--- config.mk ---
export PLATFORM = sky130hd
export DESIGN_NAME = tt_frame_loader
export DESIGN_NICKNAME = d
export VERILOG_FILES = /design/src/rtl/tt_pkg.sv /design/src/rtl/tt_edge_buf.sv /design/src/rtl/tt_frame_loader.sv
export SDC_FILE = /design/constraint.sdc
export NUM_CORES = 1
export LEC_CHECK = 0
export CORE_ASPECT_RATIO = 0.7
export CORE_MARGIN = 10
export CORE_UTILIZATION = 52
export DETAILED_ROUTE_END_ITERATION = 6
export PLACE_DENSITY = 0.71
export SLEW_MARGIN = 40
export SYNTH_ARGS = -nofsm -noshare
export SYNTH_HDL_FRONTEND = slang
export SYNTH_HIERARCHICAL = 1
export SYNTH_SLANG_ARGS = --single-unit
--- constraint.sdc ---
create_clock -name clk -period 7.1 [get_ports clk]
set_input_delay 1.775 -clock clk [delete_from_list [all_inputs] [get_ports clk]]
set_output_delay 1.775 -clock clk [all_outputs]
set_load 0.02 [all_outputs]
--- src/rtl/tt_pkg.sv ---
// Shared widths, edge record and FSM state encoding for the TT frame loader.
package tt_pkg;

    localparam int NODE_W = 4;
    localparam int COST_W = 4;
    localparam int BYTE_W = 8;

    typedef struct packed {
        logic [NODE_W-1:0] a;
        logic [NODE_W-1:0] b;
    } edge_t;

    typedef enum logic [2:0] {
        S_IDLE,
        S_LEN,
        S_EDGES,
        S_DRIVE,
        S_WAIT,
        S_RESULT
    } state_t;

endpackage

--- src/rtl/tt_edge_buf.sv ---
// Single-clock edge buffer: synchronous write, registered read with write-through
// so an edge written on the final frame beat is readable on the very next cycle.
module tt_edge_buf
    import tt_pkg::*;
#(
    parameter int DEPTH = 32,
    parameter int AW    = $clog2(DEPTH + 1)
) (
    input  logic              clk,
    input  logic              i_wr_en,
    input  logic [AW-1:0]     i_wr_addr,
    input  logic [BYTE_W-1:0] i_wr_data,
    input  logic [AW-1:0]     i_rd_addr,
    output logic [BYTE_W-1:0] o_rd_data
);

    localparam int IW = (DEPTH > 1) ? $clog2(DEPTH) : 1;

    logic [BYTE_W-1:0] r_mem [DEPTH];
    logic [BYTE_W-1:0] r_rd_data;

    always_ff @(posedge clk) begin
        if (i_wr_en && (i_wr_addr < AW'(DEPTH)))
            r_mem[i_wr_addr[IW-1:0]] <= i_wr_data;
        if (i_wr_en && (i_wr_addr == i_rd_addr))
            r_rd_data <= i_wr_data;
        else if (i_rd_addr < AW'(DEPTH))
            r_rd_data <= r_mem[i_rd_addr[IW-1:0]];
    end

    assign o_rd_data = r_rd_data;

endmodule

--- src/rtl/tt_frame_loader.sv ---
// Buffers a byte-serial query frame, replays it to the TT core as one burst and returns the cost.
// Optional build macro TT_EDGE_FILTER_EN drops self-loops and duplicate edges before storage.
module tt_frame_loader
    import tt_pkg::*;
#(
    parameter int MAX_EDGES = 32
) (
    input  logic              clk,
    input  logic              rst,
    input  logic              in_byte_valid,
    output logic              in_byte_ready,
    input  logic [BYTE_W-1:0] in_byte,
    output logic              tt_in_valid,
    output logic [NODE_W-1:0] tt_source,
    output logic [NODE_W-1:0] tt_destination,
    input  logic              tt_out_valid,
    input  logic [COST_W-1:0] tt_cost,
    output logic              res_valid,
    input  logic              res_ready,
    output logic [COST_W-1:0] res_cost,
    output logic              res_unreach,
    output logic              res_err,
    output logic              busy
);

    localparam int PW = $clog2(MAX_EDGES + 1);
    localparam logic [BYTE_W:0] MAX_N = (BYTE_W+1)'(MAX_EDGES);

    state_t            r_state, w_state_nxt;
    logic              w_acc, w_store, w_keep, w_last;
    logic [BYTE_W-1:0] r_query, r_n, r_rx_cnt, w_rx_nxt, w_rd_data;
    logic [PW-1:0]     r_wr_cnt, w_wr_nxt, r_rd_ptr, r_drv_left;
    logic              r_err;
    logic              r_tt_in_valid, r_res_valid, r_res_unreach, r_res_err;
    logic [NODE_W-1:0] r_tt_src, r_tt_dst;
    logic [COST_W-1:0] r_res_cost;
    edge_t             w_in_edge, w_rd_edge, w_query_edge;

    assign w_in_edge    = in_byte;
    assign w_rd_edge    = w_rd_data;
    assign w_query_edge = r_query;
    assign w_acc        = in_byte_valid && in_byte_ready;
    assign w_rx_nxt     = r_rx_cnt + 8'd1;
    assign w_last       = (w_rx_nxt == r_n);
    assign w_store      = (r_state == S_EDGES) && w_acc && (r_wr_cnt < PW'(MAX_EDGES)) && w_keep;
    assign w_wr_nxt     = r_wr_cnt + {{(PW-1){1'b0}}, w_store};

`ifdef TT_EDGE_FILTER_EN
    // Seen-bitmap indexed by {a,b}; both orientations are probed so b->a matches a->b.
    logic [255:0] r_seen;

    assign w_keep = (w_in_edge.a != w_in_edge.b) &&
                    !r_seen[{w_in_edge.a, w_in_edge.b}] &&
                    !r_seen[{w_in_edge.b, w_in_edge.a}];

    always_ff @(posedge clk) begin
        if (rst || (r_state == S_IDLE))
            r_seen <= '0;
        else if ((r_state == S_EDGES) && w_acc && w_keep)
            r_seen[{w_in_edge.a, w_in_edge.b}] <= 1'b1;
    end
`else
    assign w_keep = 1'b1;
`endif

    tt_edge_buf #(
        .DEPTH (MAX_EDGES),
        .AW    (PW)
    ) u_buf (
        .clk       (clk),
        .i_wr_en   (w_store),
        .i_wr_addr (r_wr_cnt),
        .i_wr_data (in_byte),
        .i_rd_addr (r_rd_ptr),
        .o_rd_data (w_rd_data)
    );

    always_ff @(posedge clk) begin
        if (rst) r_state <= S_IDLE;
        else     r_state <= w_state_nxt;
    end

    always_comb begin
        w_state_nxt   = r_state;
        in_byte_ready = 1'b0;
        case (r_state)
            S_IDLE: begin
                in_byte_ready = 1'b1;
                if (w_acc) w_state_nxt = S_LEN;
            end
            S_LEN: begin
                in_byte_ready = 1'b1;
                if (w_acc) w_state_nxt = (in_byte == '0) ? S_DRIVE : S_EDGES;
            end
            S_EDGES: begin
                in_byte_ready = 1'b1;
                if (w_acc && w_last) w_state_nxt = S_DRIVE;
            end
            S_DRIVE:  if (r_drv_left == '0) w_state_nxt = S_WAIT;
            S_WAIT:   if (tt_out_valid) w_state_nxt = S_RESULT;
            S_RESULT: if (res_ready) w_state_nxt = S_IDLE;
            default:  w_state_nxt = S_IDLE;
        endcase
    end

    // Entering S_DRIVE: query goes out first while the buffer already presents edge 0.
    always_ff @(posedge clk) begin
        if (rst) begin
            r_query       <= '0;
            r_n           <= '0;
            r_rx_cnt      <= '0;
            r_wr_cnt      <= '0;
            r_rd_ptr      <= '0;
            r_drv_left    <= '0;
            r_err         <= 1'b0;
            r_tt_in_valid <= 1'b0;
            r_tt_src      <= '0;
            r_tt_dst      <= '0;
            r_res_valid   <= 1'b0;
            r_res_cost    <= '0;
            r_res_unreach <= 1'b0;
            r_res_err     <= 1'b0;
        end else begin
            case (r_state)
                S_IDLE: begin
                    r_rx_cnt <= '0;
                    r_wr_cnt <= '0;
                    r_rd_ptr <= '0;
                    r_err    <= 1'b0;
                    if (w_acc) r_query <= in_byte;
                end
                S_LEN: begin
                    if (w_acc) begin
                        r_n   <= in_byte;
                        r_err <= ({1'b0, in_byte} > MAX_N);
                        if (in_byte == '0) begin
                            r_tt_in_valid <= 1'b1;
                            r_tt_src      <= w_query_edge.a;
                            r_tt_dst      <= w_query_edge.b;
                            r_drv_left    <= '0;
                            r_rd_ptr      <= PW'(1);
                        end
                    end
                end
                S_EDGES: begin
                    if (w_acc) begin
                        r_rx_cnt <= w_rx_nxt;
                        r_wr_cnt <= w_wr_nxt;
                        if (w_last) begin
                            r_tt_in_valid <= 1'b1;
                            r_tt_src      <= w_query_edge.a;
                            r_tt_dst      <= w_query_edge.b;
                            r_drv_left    <= w_wr_nxt;
                            r_rd_ptr      <= PW'(1);
                        end
                    end
                end
                S_DRIVE: begin
                    if (r_drv_left != '0) begin
                        r_tt_src   <= w_rd_edge.a;
                        r_tt_dst   <= w_rd_edge.b;
                        r_drv_left <= r_drv_left - PW'(1);
                        r_rd_ptr   <= r_rd_ptr + PW'(1);
                    end else begin
                        r_tt_in_valid <= 1'b0;
                    end
                end
                S_WAIT: begin
                    if (tt_out_valid) begin
                        r_res_valid   <= 1'b1;
                        r_res_cost    <= tt_cost;
                        r_res_unreach <= (tt_cost == '0);
                        r_res_err     <= r_err;
                    end
                end
                S_RESULT: begin
                    if (res_ready) begin
                        r_res_valid   <= 1'b0;
                        r_res_cost    <= '0;
                        r_res_unreach <= 1'b0;
                        r_res_err     <= 1'b0;
                    end
                end
                default: ;
            endcase
        end
    end

    assign tt_in_valid    = r_tt_in_valid;
    assign tt_source      = r_tt_src;
    assign tt_destination = r_tt_dst;
    assign res_valid      = r_res_valid;
    assign res_cost       = r_res_cost;
    assign res_unreach    = r_res_unreach;
    assign res_err        = r_res_err;
    assign busy           = (r_state != S_IDLE);

endmodule

==> results_dict.tcl <==
set metrics [dict create \
    status "completed" \
    synth_edf_count 264 \
    cp.arrival_ns 4.77 \
    period_share 0.6488 \
    io_pins 35 \
    grt_first_pass_wirelength_um 48510 \
    critPathBufInv 1 \
    cts_root_buffer "clkbuf_16" \
    hold_viol_final 0 \
    first_pass_iters 5 \
    cts_hold_buf 0 \
    die_h_um 156.1 \
    worst_pin_slew_ns 0.9189 \
    maxCapViolCount 0 \
    drt_iter0_markers 911 \
    max_freq_mhz 217.1 \
    final_net_count 957 \
    cts_sinks 326 \
    area_growth_pct 11.82 \
    drc_errors 0 \
    cp_slowest_cell "nor2_1" \
    place_congestion 0.9276 \
    synth_top_area_frac 0.5758 \
    layout-drive-gt1-share 0.1663 \
    timing.slew.headroom 0.3851 \
    skew_ns 0.01873 \
    critPathMaxStageDelay_ns 0.97 \
    path_class "input pin to flop" \
    diodes 0 \
    finalSetupViolations 0 \
    io_buffers 34 \
    overflow 0 \
    rsz0062_at_grt "false" \
    cts_tree "yes" \
    coreArea_um2 25870 \
    startpoint_type "input pin" \
    path_delay_family "simple AND/OR/NAND/NOR gates" \
    synth.avg_cell_area_um2 15.11 \
    dr_wl_met2_um 13250 \
    clk_latency_ns 0.55 \
    grt_pass1_vias 7797 \
    fp.dieW_um 214.5 \
    die_area_um2 33490 \
    hold_slack_ns 0.4608 \
    yosys_warnings 6 \
    crit_fanout 13 \
    slew_violations 0 \
    min_period_ns 4.607 \
    wirelength_um 31800 \
    dr.max_layer_used "met4" \
    path_cells "clkdlybuf4s50_1 -> nand2_1 -> nor2_1 -> nand4b_1 -> nor2_1" \
    tns_ns 0 \
    postCtsSetupRepairBufs 0 \
    instances_no_fill 1313 \
    dp_hpwl_um 20170 \
    h-tree-depth 1 \
    grt_max_degree 65 \
    clk_pin_slew_ns 0.07 \
    wl_per_cell_um 24.22 \
    crit_path_frequent_cell "nor2_1" \
    synth.cell_area_um2 13770 \
    synth.area.top_cells "edfxtp_1 (58%), dfxtp_1 (9.0%), mux4_2 (9.0%)" \
    yosys_most_used_dff "edfxtp_1" \
    final_core_util 0.5951 \
    cts_resized 0 \
    vias_per_cell 6.233 \
    antenna_found_initial 0 \
    ys_types 66 \
    power_leakage_uw 0.004740 \
    dp.cells 1260 \
    met1_length_um 14480 \
    yosysSeqAreaShare 0.6659 \
    initial_core_util 0.5322 \
    irDropWorstVdd_v 0.0001873 \
    critPathCaptureType "flop" \
    async_reset_ff_frac 0 \
    vias 8184 \
    nFillCells 2003 \
    grt_util_all_layers 0.1870 \
    num_rows 49 \
    cts_buffer_depth 3 \
    min_path_type "flop to flop" \
    cp.required_ns 7.26 \
    synth_area_leader_cell "edfxtp_1" \
    antenna_left 0 \
    wl_met3_um 3452 \
    synth_fp_nets 933 \
    synth_most_common_cell "edfxtp_1" \
    power_density_nw_per_um2 260.1 \
    cts_buffers 30 \
    synthCells 911 \
    post_synth_most_frequent_cells "edfxtp_1 (264), nor2_1 (72), dfxtp_1 (62)" \
    ys_seq_elements 326 \
]
## flip-flops by register name, indices dropped and copies added (netlist names)
signal / cells
r_drv_left: 6
r_err: 1
r_n: 8
r_query: 8
r_rd_ptr: 6
r_rx_cnt: 8
r_state: 3
r_wr_cnt: 6
res_cost: 4
res_err: 1
res_unreach: 1
res_valid: 1
tt_destination: 4
tt_in_valid: 1
tt_source: 4
u_buf/o_rd_data: 8
u_buf/r_mem: 256
## worst paths after layout
check | slack, ns | depth (start not counted) | endpoint | start
setup / recovery | 2.49 | 5 | u_buf/r_mem[7][4]$_DFFE_PP_ | in_byte_valid
hold / removal | 0.46 | 2 | r_query[4]$_SDFFE_PP0P_ | r_query[4]$_SDFFE_PP0P_
setup reg to reg | 3.01 | 6 | u_buf/r_mem[7][4]$_DFFE_PP_ | r_state[1]$_SDFFE_PP0P_
hold reg to reg | 0.46 | 2 | r_query[4]$_SDFFE_PP0P_ | r_query[4]$_SDFFE_PP0P_
## placed cells by master (no fill, tap or decap), types with 5 or more instances in the layout
cell,n
a311oi_2,5
o311ai_1,5
inv_1,5
and3_1,7
o21a_1,7
a21oi_1,54
a211oi_1,5
nor2b_1,8
o21ai_0,21
nand3b_1,8
ha_1,5
or3_1,5
nor3_1,18
o22ai_1,10
mux2_2,11
a21oi_2,5
nor3b_1,9
clkdlybuf4s50_1,33
nand2b_1,10
clkbuf_8,5
a22oi_1,11
clkbuf_16,32
a221oi_1,7
nand3_1,15
nor2_1,68
clkbuf_1,7
mux2i_1,25
buf_4,15
nand2_1,54
edfxtp_1,264
xor2_1,8
dfxtp_1,60
mux4_2,55
xnor2_1,13
a311oi_1,9
## routing by layer
metal	track usage	up-vias
li1	-	3635
met1	0.2876	4111
met2	0.2544	393
met3	0.04843	45
met4	0.05082	0
met5	0	-
## stage by stage
step / power, uW / cell area [um2] / worst slack (ns)
after floorplan: 2344 / 13770 / 3.133
after global placement: 2439 / 14340 / 1.910
after detailed placement: 2447 / 14390 / 2.065
after CTS: 4033 / 15380 / 2.641
after global routing: 4130 / 15400 / 2.459
final: 4005 / 15400 / 2.493
## final cells by class
class,instances,area (um2),area share
Timing Repair Buffer,51,479.2,0.03113
Multi-Input combinational cell,521,4285,0.2783
Inverter,5,18.77,0.001219
Clock inverter,9,96.34,0.006258
Tap cell,357,446.7,0.02901
Clock buffer,44,895.9,0.05819
Sequential cell,326,9174,0.5959
## worst min-delay path: stages, from the launching register on
cell	delay, ns
dfxtp_1	0.31
nand2_1	0.05
a21oi_1	0.05
## power breakdown
| group | switching (uW) | leakage, uW | internal [uW] |
|---|---|---|---|
| Sequential | 25.9 | 0.00289 | 2080 |
| Clock | 657 | 0.000481 | 940 |
| Combinational | 173 | 0.00137 | 127 |
| Total | 855 | 0.00474 | 3150 |
## kinds of logic (layout without fill, tap and decap cells)
logic type | count (synthesis) | count (layout) | share of synthesized area
flip-flops | 326 | 326 | 0.6659
AND/OR/NAND/NOR | 240 | 240 | 0.08870
AO/OA/AOI/OAI | 162 | 162 | 0.08188
multiplexers | 93 | 93 | 0.1210
buffers and inverters | 64 | 109 | 0.02463
XOR/XNOR | 21 | 21 | 0.01336
adder cells (fa/ha/maj) | 5 | 5 | 0.004544
No activity file was read; power rests on OpenSTA's default activity.
